File: src/rtl/lsu_stage.sv
// Load/store stage: hits and ALU results write back one cycle after acceptance; misses refill a whole line first.
// Stores write through. Misses and aligned stores hold stall high until the final mem_ack.
module lsu_stage #(
  parameter int XLEN       = 32,
  parameter int ADDR_W     = 32,
  parameter int LINE_WORDS = 4
) (
  input  logic                          clk,
  input  logic                          rst,
  input  logic                          in_valid,
  input  logic [ADDR_W-1:0]             in_addr,
  input  logic [4:0]                    in_rd,
  input  logic                          in_wb_en,
  input  logic [2:0]                    in_load_type,
  input  logic [1:0]                    in_store_type,
  input  logic [XLEN-1:0]               in_store_data,
  input  logic                          cache_hit,
  input  logic [XLEN-1:0]               cache_rd_data,
  output logic                          mem_req,
  output logic                          mem_we,
  output logic [ADDR_W-1:0]             mem_addr,
  output logic [XLEN-1:0]               mem_wdata,
  output logic [XLEN/8-1:0]             mem_wstrb,
  input  logic                          mem_ack,
  input  logic [XLEN-1:0]               mem_rdata,
  output logic                          refill_we,
  output logic [$clog2(LINE_WORDS)-1:0] refill_idx,
  output logic [XLEN-1:0]               refill_data,
  output logic                          cache_wr_en,
  output logic                          stall,
  output logic                          misalign,
  output logic                          wb_valid,
  output logic                          wb_en,
  output logic [4:0]                    wb_rd,
  output logic [XLEN-1:0]               wb_data,
  output logic                          fwd_en,
  output logic [4:0]                    fwd_rd,
  output logic [XLEN-1:0]               fwd_data
);

  localparam int LANES = XLEN / 8;
  localparam int OFF   = $clog2(LANES);
  localparam int IW    = $clog2(LINE_WORDS);

  localparam logic [ADDR_W-1:0] LINE_MASK = {ADDR_W{1'b1}} << (OFF + IW);

  localparam logic [2:0] LT_LB  = 3'd1;
  localparam logic [2:0] LT_LH  = 3'd2;
  localparam logic [2:0] LT_LW  = 3'd3;
  localparam logic [2:0] LT_LBU = 3'd4;
  localparam logic [2:0] LT_LHU = 3'd5;

  localparam logic [1:0] ST_SB = 2'd1;
  localparam logic [1:0] ST_SH = 2'd2;
  localparam logic [1:0] ST_SW = 2'd3;

  typedef enum logic [1:0] {IDLE, REFILL, STORE} state_t;

  typedef struct packed {
    logic [ADDR_W-1:0] addr;
    logic [2:0]        load_type;
    logic [1:0]        store_type;
    logic [4:0]        rd;
    logic              wb_en;
    logic [XLEN-1:0]   sdata;
    logic              hit;
  } op_t;

  state_t          state;
  logic [IW-1:0]   beat;
  op_t             op;
  op_t             op_in;
  logic [XLEN-1:0] cap_data;

  logic            is_load;
  logic            is_store;
  logic            is_half;
  logic            is_word;
  logic            bad_align;
  logic            accept;
  logic            last_beat;
  logic [OFF-1:0]  in_off;
  logic [OFF-1:0]  op_off;
  logic [IW-1:0]   op_widx;
  logic [LANES-1:0] strb_base;

  // Shift the addressed lane down to bit 0, then extend per load type.
  function automatic logic [XLEN-1:0] extract(input logic [XLEN-1:0] word,
                                              input logic [OFF-1:0]  off,
                                              input logic [2:0]      lt);
    logic [XLEN-1:0] s;
    logic [XLEN-1:0] r;
    s = word >> {off, 3'b000};
    case (lt)
      LT_LB:   r = XLEN'($signed(s[7:0]));
      LT_LH:   r = XLEN'($signed(s[15:0]));
      LT_LW:   r = XLEN'($signed(s[31:0]));
      LT_LBU:  r = XLEN'(s[7:0]);
      LT_LHU:  r = XLEN'(s[15:0]);
      default: r = s;
    endcase
    return r;
  endfunction

  always_comb begin
    in_off    = in_addr[OFF-1:0];
    is_load   = (in_load_type >= LT_LB) && (in_load_type <= LT_LHU);
    // Any nonzero load type, including the reserved 6/7, suppresses the store.
    is_store  = (in_load_type == 3'd0) && (in_store_type != 2'd0);
    is_half   = (in_load_type == LT_LH) || (in_load_type == LT_LHU) ||
                (is_store && (in_store_type == ST_SH));
    is_word   = (in_load_type == LT_LW) || (is_store && (in_store_type == ST_SW));
    bad_align = (is_half && in_addr[0]) || (is_word && (in_addr[1:0] != 2'b00));
    accept    = (state == IDLE) && in_valid;

    op_in.addr       = in_addr;
    op_in.load_type  = in_load_type;
    op_in.store_type = in_store_type;
    op_in.rd         = in_rd;
    op_in.wb_en      = in_wb_en;
    op_in.sdata      = in_store_data;
    op_in.hit        = cache_hit;
  end

  always_comb begin
    op_off    = op.addr[OFF-1:0];
    op_widx   = op.addr[OFF+IW-1:OFF];
    last_beat = (beat == IW'(LINE_WORDS - 1));

    strb_base = '0;
    case (op.store_type)
      ST_SB:   strb_base = LANES'(4'h1);
      ST_SH:   strb_base = LANES'(4'h3);
      ST_SW:   strb_base = LANES'(4'hF);
      default: strb_base = '0;
    endcase

    // Request fields come straight from the held op, so they cannot move before the ack.
    mem_req   = (state != IDLE);
    mem_we    = (state == STORE);
    mem_addr  = (state == REFILL) ? ((op.addr & LINE_MASK) | (ADDR_W'(beat) << OFF)) : op.addr;
    mem_wdata = op.sdata << {op_off, 3'b000};
    mem_wstrb = strb_base << op_off;

    refill_we   = (state == REFILL) && mem_ack;
    refill_idx  = beat;
    refill_data = refill_we ? mem_rdata : '0;
    cache_wr_en = (state == STORE) && mem_ack && op.hit;

    stall = 1'b0;
    case (state)
      IDLE:    stall = in_valid && !bad_align && (is_store || (is_load && !cache_hit));
      REFILL:  stall = !(mem_ack && last_beat);
      STORE:   stall = !mem_ack;
      default: stall = 1'b0;
    endcase
  end

  always_ff @(posedge clk) begin
    if (rst) begin
      state    <= IDLE;
      beat     <= '0;
      op       <= '0;
      cap_data <= '0;
      misalign <= 1'b0;
      wb_valid <= 1'b0;
      wb_en    <= 1'b0;
      wb_rd    <= '0;
      wb_data  <= '0;
    end else begin
      misalign <= 1'b0;
      wb_valid <= 1'b0;
      case (state)
        IDLE: begin
          if (accept) begin
            op <= op_in;
            if (bad_align) begin
              misalign <= 1'b1;
              wb_valid <= 1'b1;
              wb_en    <= 1'b0;
              wb_rd    <= in_rd;
              wb_data  <= '0;
            end else if (is_store) begin
              state <= STORE;
            end else if (is_load && !cache_hit) begin
              state <= REFILL;
              beat  <= '0;
            end else begin
              wb_valid <= 1'b1;
              wb_en    <= in_wb_en;
              wb_rd    <= in_rd;
              wb_data  <= is_load ? extract(cache_rd_data, in_off, in_load_type) : XLEN'(in_addr);
            end
          end
        end
        REFILL: begin
          if (mem_ack) begin
            if (beat == op_widx) cap_data <= mem_rdata;
            if (last_beat) begin
              state    <= IDLE;
              beat     <= '0;
              wb_valid <= 1'b1;
              wb_en    <= op.wb_en;
              wb_rd    <= op.rd;
              // The requested word may arrive on this very beat.
              wb_data  <= extract((beat == op_widx) ? mem_rdata : cap_data, op_off, op.load_type);
            end else begin
              beat <= beat + IW'(1);
            end
          end
        end
        STORE: begin
          if (mem_ack) begin
            state    <= IDLE;
            wb_valid <= 1'b1;
            wb_en    <= 1'b0;
            wb_rd    <= op.rd;
            wb_data  <= '0;
          end
        end
        default: state <= IDLE;
      endcase
    end
  end

  assign fwd_en   = wb_valid & wb_en;
  assign fwd_rd   = wb_rd;
  assign fwd_data = wb_data;

endmodule

File: config.mk
export PLATFORM = sky130hd
export DESIGN_NAME = lsu_stage
export DESIGN_NICKNAME = d
export VERILOG_FILES = /design/src/rtl/lsu_stage.sv
export SDC_FILE = /design/constraint.sdc
export NUM_CORES = 1
export LEC_CHECK = 0
export ABC_CLOCK_PERIOD_IN_PS = 3000
export BUFFER_PORTS_ARGS = -buffer_cell sky130_fd_sc_hd__buf_2
export CELL_PAD_IN_SITES_DETAIL_PLACEMENT = 1
export CELL_PAD_IN_SITES_GLOBAL_PLACEMENT = 1
export CORE_UTILIZATION = 36
export DETAILED_ROUTE_END_ITERATION = 10
export MAX_ROUTING_LAYER = met4
export PLACE_DENSITY = 0.9
export REMOVE_ABC_BUFFERS = 1
export SYNTH_ARGS = -nofsm -noshare
export SYNTH_HDL_FRONTEND = slang
export SYNTH_SLANG_ARGS = --single-unit
File: constraint.sdc
create_clock -name clk -period 3 [get_ports clk]
set_input_delay 0 -clock clk [delete_from_list [all_inputs] [get_ports clk]]
set_output_delay 0 -clock clk [all_outputs]
set_load 0.005 [all_outputs]
==> summary.md <==
| Metric | Value |
|---|---|
| Reg2Reg Setup Slack | `~0.25 ns` |
| Initial drt markers | `around 870` |
| Crit path kind | `in2reg` |
| Final min period | `between 2 and 3 ns` |
| Leakage | `between 5 and 6 nW` |
| R2R depth | `7` |
| Seq pwr share | `between 30% and 40%` |
| Vias in the first global route | `around 11000` |
| Final worst slack | `roughly 0.15 ns` |
| CTS Buf Count | `17` |
| Total GRT Usage | `between 30% and 40%` |
| Fmax achieved | `about 350 MHz` |
| TritonCTS Sinks | `about 150` |
| R2R Path Start | `refill_idx[0]` |
| Final period utilization | `a little over nine tenths` |
| PwrDens | `~530 mW/mm²` |
| CP Max Fanout | `24` |
| Overflow after GRT | `0` |
| Die height | `~160 µm` |
| Combinational cell fraction of total power | `between 20% and 30%` |
| Post-synthesis sequential area ratio | `between 30% and 40%` |
| CTS Root Cell | `clkbuf_16` |
| CP arrival | `3.13 ns` |
| Yosys top cell area share | `between 30% and 40%` |
| Hold Path Sink | `state[1]` |
| Worst-margin pin slew | `approximately 1.1 ns` |
| Post-synthesis instance total | `around 1200` |
| Fillers | `a little over 3000` |
| H-tree depth | `4` |
| Initial Utilization | `between 30 and 40%` |
| Maxcap violations | `0` |
| RePlAce Congestion | `around 0.91` |
| Final hold viol count | `0` |
| Hold path depth | `4` |
| P_sw | `2.09 mW` |
| Worst path cell trace | `dlygate4sd3_1 > buf_2 > nor2_1 > o211a_2 > o221a_2 > a211oi_4 > buf_4 > a21boi_1 > a311oi_1` |
| WP data required | `3.28 ns` |
| Num ports | `329` |
| Clock Pin Slew Worst Setup and Hold Paths | `around 0.07 ns` |
| Unrepaired setup endpoints after global routing | `false` |
| Setup violators final | `0` |
| Routed vias/inst | `approximately 5.7` |
| Relative slew margins | `23.1%` |
| Fin Clk Skew | `0.00944 ns` |
| Die Span X | `between 150 and 200 µm` |
| Cell-internal power | `4.45 mW` |
| Avg Cell Area, Syn | `around 7.7 µm²` |
| Vias | `10597` |
| Post-synth EDFFs | `0` |
| Worst Hold Class | `in2reg` |
| Top post-synthesis cells by area | `dfxtp_1, nand2_1, mux2i_1, a21oi_1, buf_4` |
| Layout cell share with drive strength beyond 1 | `28.1%` |
| Top_reg_cell synth | `dfxtp_1` |
| Port bufs | `~330` |
| Synth Warn # | `0` |
| Critical Path Start Type | `primary input` |
| Row cnt | `between 50 and 60` |
| Outcome | `completed` |
| Min-delay src | `in_valid` |
| Peak supply drop | `between 0.3 and 0.4 mV` |
| Yosys cell types | `69` |
| Die ar. | `approximately 0.026 mm²` |
| Wire length per cell | `between 20 and 25 µm` |
| Core area | `0.0253 mm²` |
| DP Worst Slack | `approximately 0.3 ns` |
| ANT nets after route | `0` |
| DRT Pass-1 Iters | `5` |
| Max Transition Viols Final | `0` |
| Area delta synth->final | `33.8%` |
| Min Hold Slack | `about 0.037 ns` |
| Async set-reset flop share out of synthesis | `0%` |
| Clock power frac | `39.3%` |
| Clk buf depth | `2` |
| Area leader, netlist | `dfxtp_1` |
| First-pass GRT wire length | `between 60 and 70 mm` |
| Antenna violations before repair | `0` |
| Largest net degree at the start of global routing | `109` |
| Worst stage delay on the critical path | `0.62 ns` |
| Mapped cell area | `approximately 0.0093 mm²` |
| Detail Placement HPWL | `around 27 mm` |
| Flops & latches, synth | `around 150` |
| Final #Nets | `1680` |
| Post-Route WL | `41.2 mm` |
| FF-to-FF End | `fwd_data[21]` |
| Drt drc | `0` |
| CTS tree | `yes` |
| Sw Ratio | `between 30% and 40%` |
| Critical Path Sink Type | `flip-flop` |
| Slowest cell on crit path | `a21boi_1` |
| Clk Latency, worst-skew pair | `0.44 ns` |
| Setup Buffers After CTS | `0` |
worst max path at each step:
stage | from | end | cells past startpoint
2_1_floorplan | refill_idx[0] | fwd_data[17] | 6
3_3_place_gp | refill_idx[0] | fwd_data[22] | 7
3_5_place_dp | refill_idx[0] | fwd_data[21] | 7
4_1_cts | in_load_type[1] | fwd_data[15] | 9
5_1_grt | in_load_type[1] | fwd_data[15] | 9
6_report | in_load_type[1] | fwd_data[15] | 9
Yosys cell counts (all sizes together) (10+ instances only):
master and number:
a211oi 25, a21oi 144, a221o 15, a311oi 11
and2 12, and3 34, buf 98, clkbuf 61
dfxtp 152, inv 14, mux2i 77, mux4 10
nand2 269, nand2b 12, nor2 96, nor2b 14
nor3 21, o21ai 37
stage by stage:
stage	cell area, µm²	cells	utilization [%]	TNS (ns)	power, mW
after floorplan	8340	1050	-	-116.43	3.07
after global placement	10600	1732	42.2	0	3.77
after detailed placement	10600	1732	42.2	0	3.83
after CTS	12400	1873	49.2	0	6.48
after global routing	12400	1873	49.2	0	6.75
final	12400	1874	49.2	0	6.54
repair_timing:
item / CTS / global route
endpoints found under the hold margin: 114 / 0
hold buffers: 109 / 0
gates resized for setup: 0 / 0
flip-flops by register name (all words and copies together) (netlist names):
name	flops
fwd_data	32
state	2
misalign	1
fwd_rd	5
refill_idx	2
wb_en	1
op	76
wb_valid	1
cap_data	32
power groups by stage:
| stage | Combinational (mW) | Sequential, mW | Clock (mW) |
|---|---|---|---|
| finish | 1.64 | 2.32 | 2.57 |
| global route | 1.77 | 2.34 | 2.65 |
| CTS | 1.60 | 2.32 | 2.57 |
| detailed placement | 1.47 | 2.36 | 0 |
| global placement | 1.42 | 2.35 | 0 |
| floorplan | 0.731 | 2.34 | 0 |
layout make-up:
type	instances	area [µm²]	area share (%)
antenna	1	2.50	0.0201
clock buffer	18	439	3.53
clock inverter	14	246	1.98
inverter	14	52.6	0.423
multi-input combinational	884	5280	42.4
sequential	152	3050	24.5
tap	330	413	3.32
timing repair buffer	461	2950	23.8
kinds of logic (layout without fill, tap and decap cells):
family	after synthesis	count (layout)	synth area share [%]
adders and majority gates	6	6	0.808
DFF	152	152	32.8
other	0	1	0
AOI/OAI and AO/OA	299	299	20.6
and+or+nand+nor	479	479	22.9
buffers and inverters	174	507	10.8
muxes	96	96	11.8
xor gates and xnor gates	4	4	0.377
worst max-delay path: cells and delay by family:
family                 cells  cell delay, ns
AND/OR/NAND/NOR            1            0.23
AO/OA/AOI/OAI              5            1.72
buffers and inverters      3            1.17
layer usage:
metal,GRT usage (%),vias up,part of all wire (%)
li1,-,4789,-
met1,37.4,5131,41
met2,51.7,549,48
met3,5.53,128,6.8
met4,14.1,0,4.1
met5,-,-,0
layout by cell type (no fill, tap or decap), types with 3 or more instances in the layout:
cell	instances
dfxtp_1	150
a211oi_1	23
clkbuf_16	17
nand2_1	268
o21ai_0	37
and2_1	12
nor2_1	94
a21o_1	6
buf_2	327
o22ai_1	9
a32oi_1	6
dlygate4sd3_1	109
mux2i_1	77
a221oi_1	6
nand2b_1	12
a311oi_1	11
a221o_1	15
nand3_1	7
bufinv_16	6
mux2_2	9
o211ai_1	9
and3_1	31
and3_2	3
nor2b_1	14
ha_1	6
o2bb2ai_1	6
mux4_2	10
xor2_1	3
nor3_1	11
inv_1	12
buf_12	3
buf_4	22
nor3_2	10
a21oi_1	144
clkinv_4	4
Note: power is estimated with default switching activity, not from simulation.
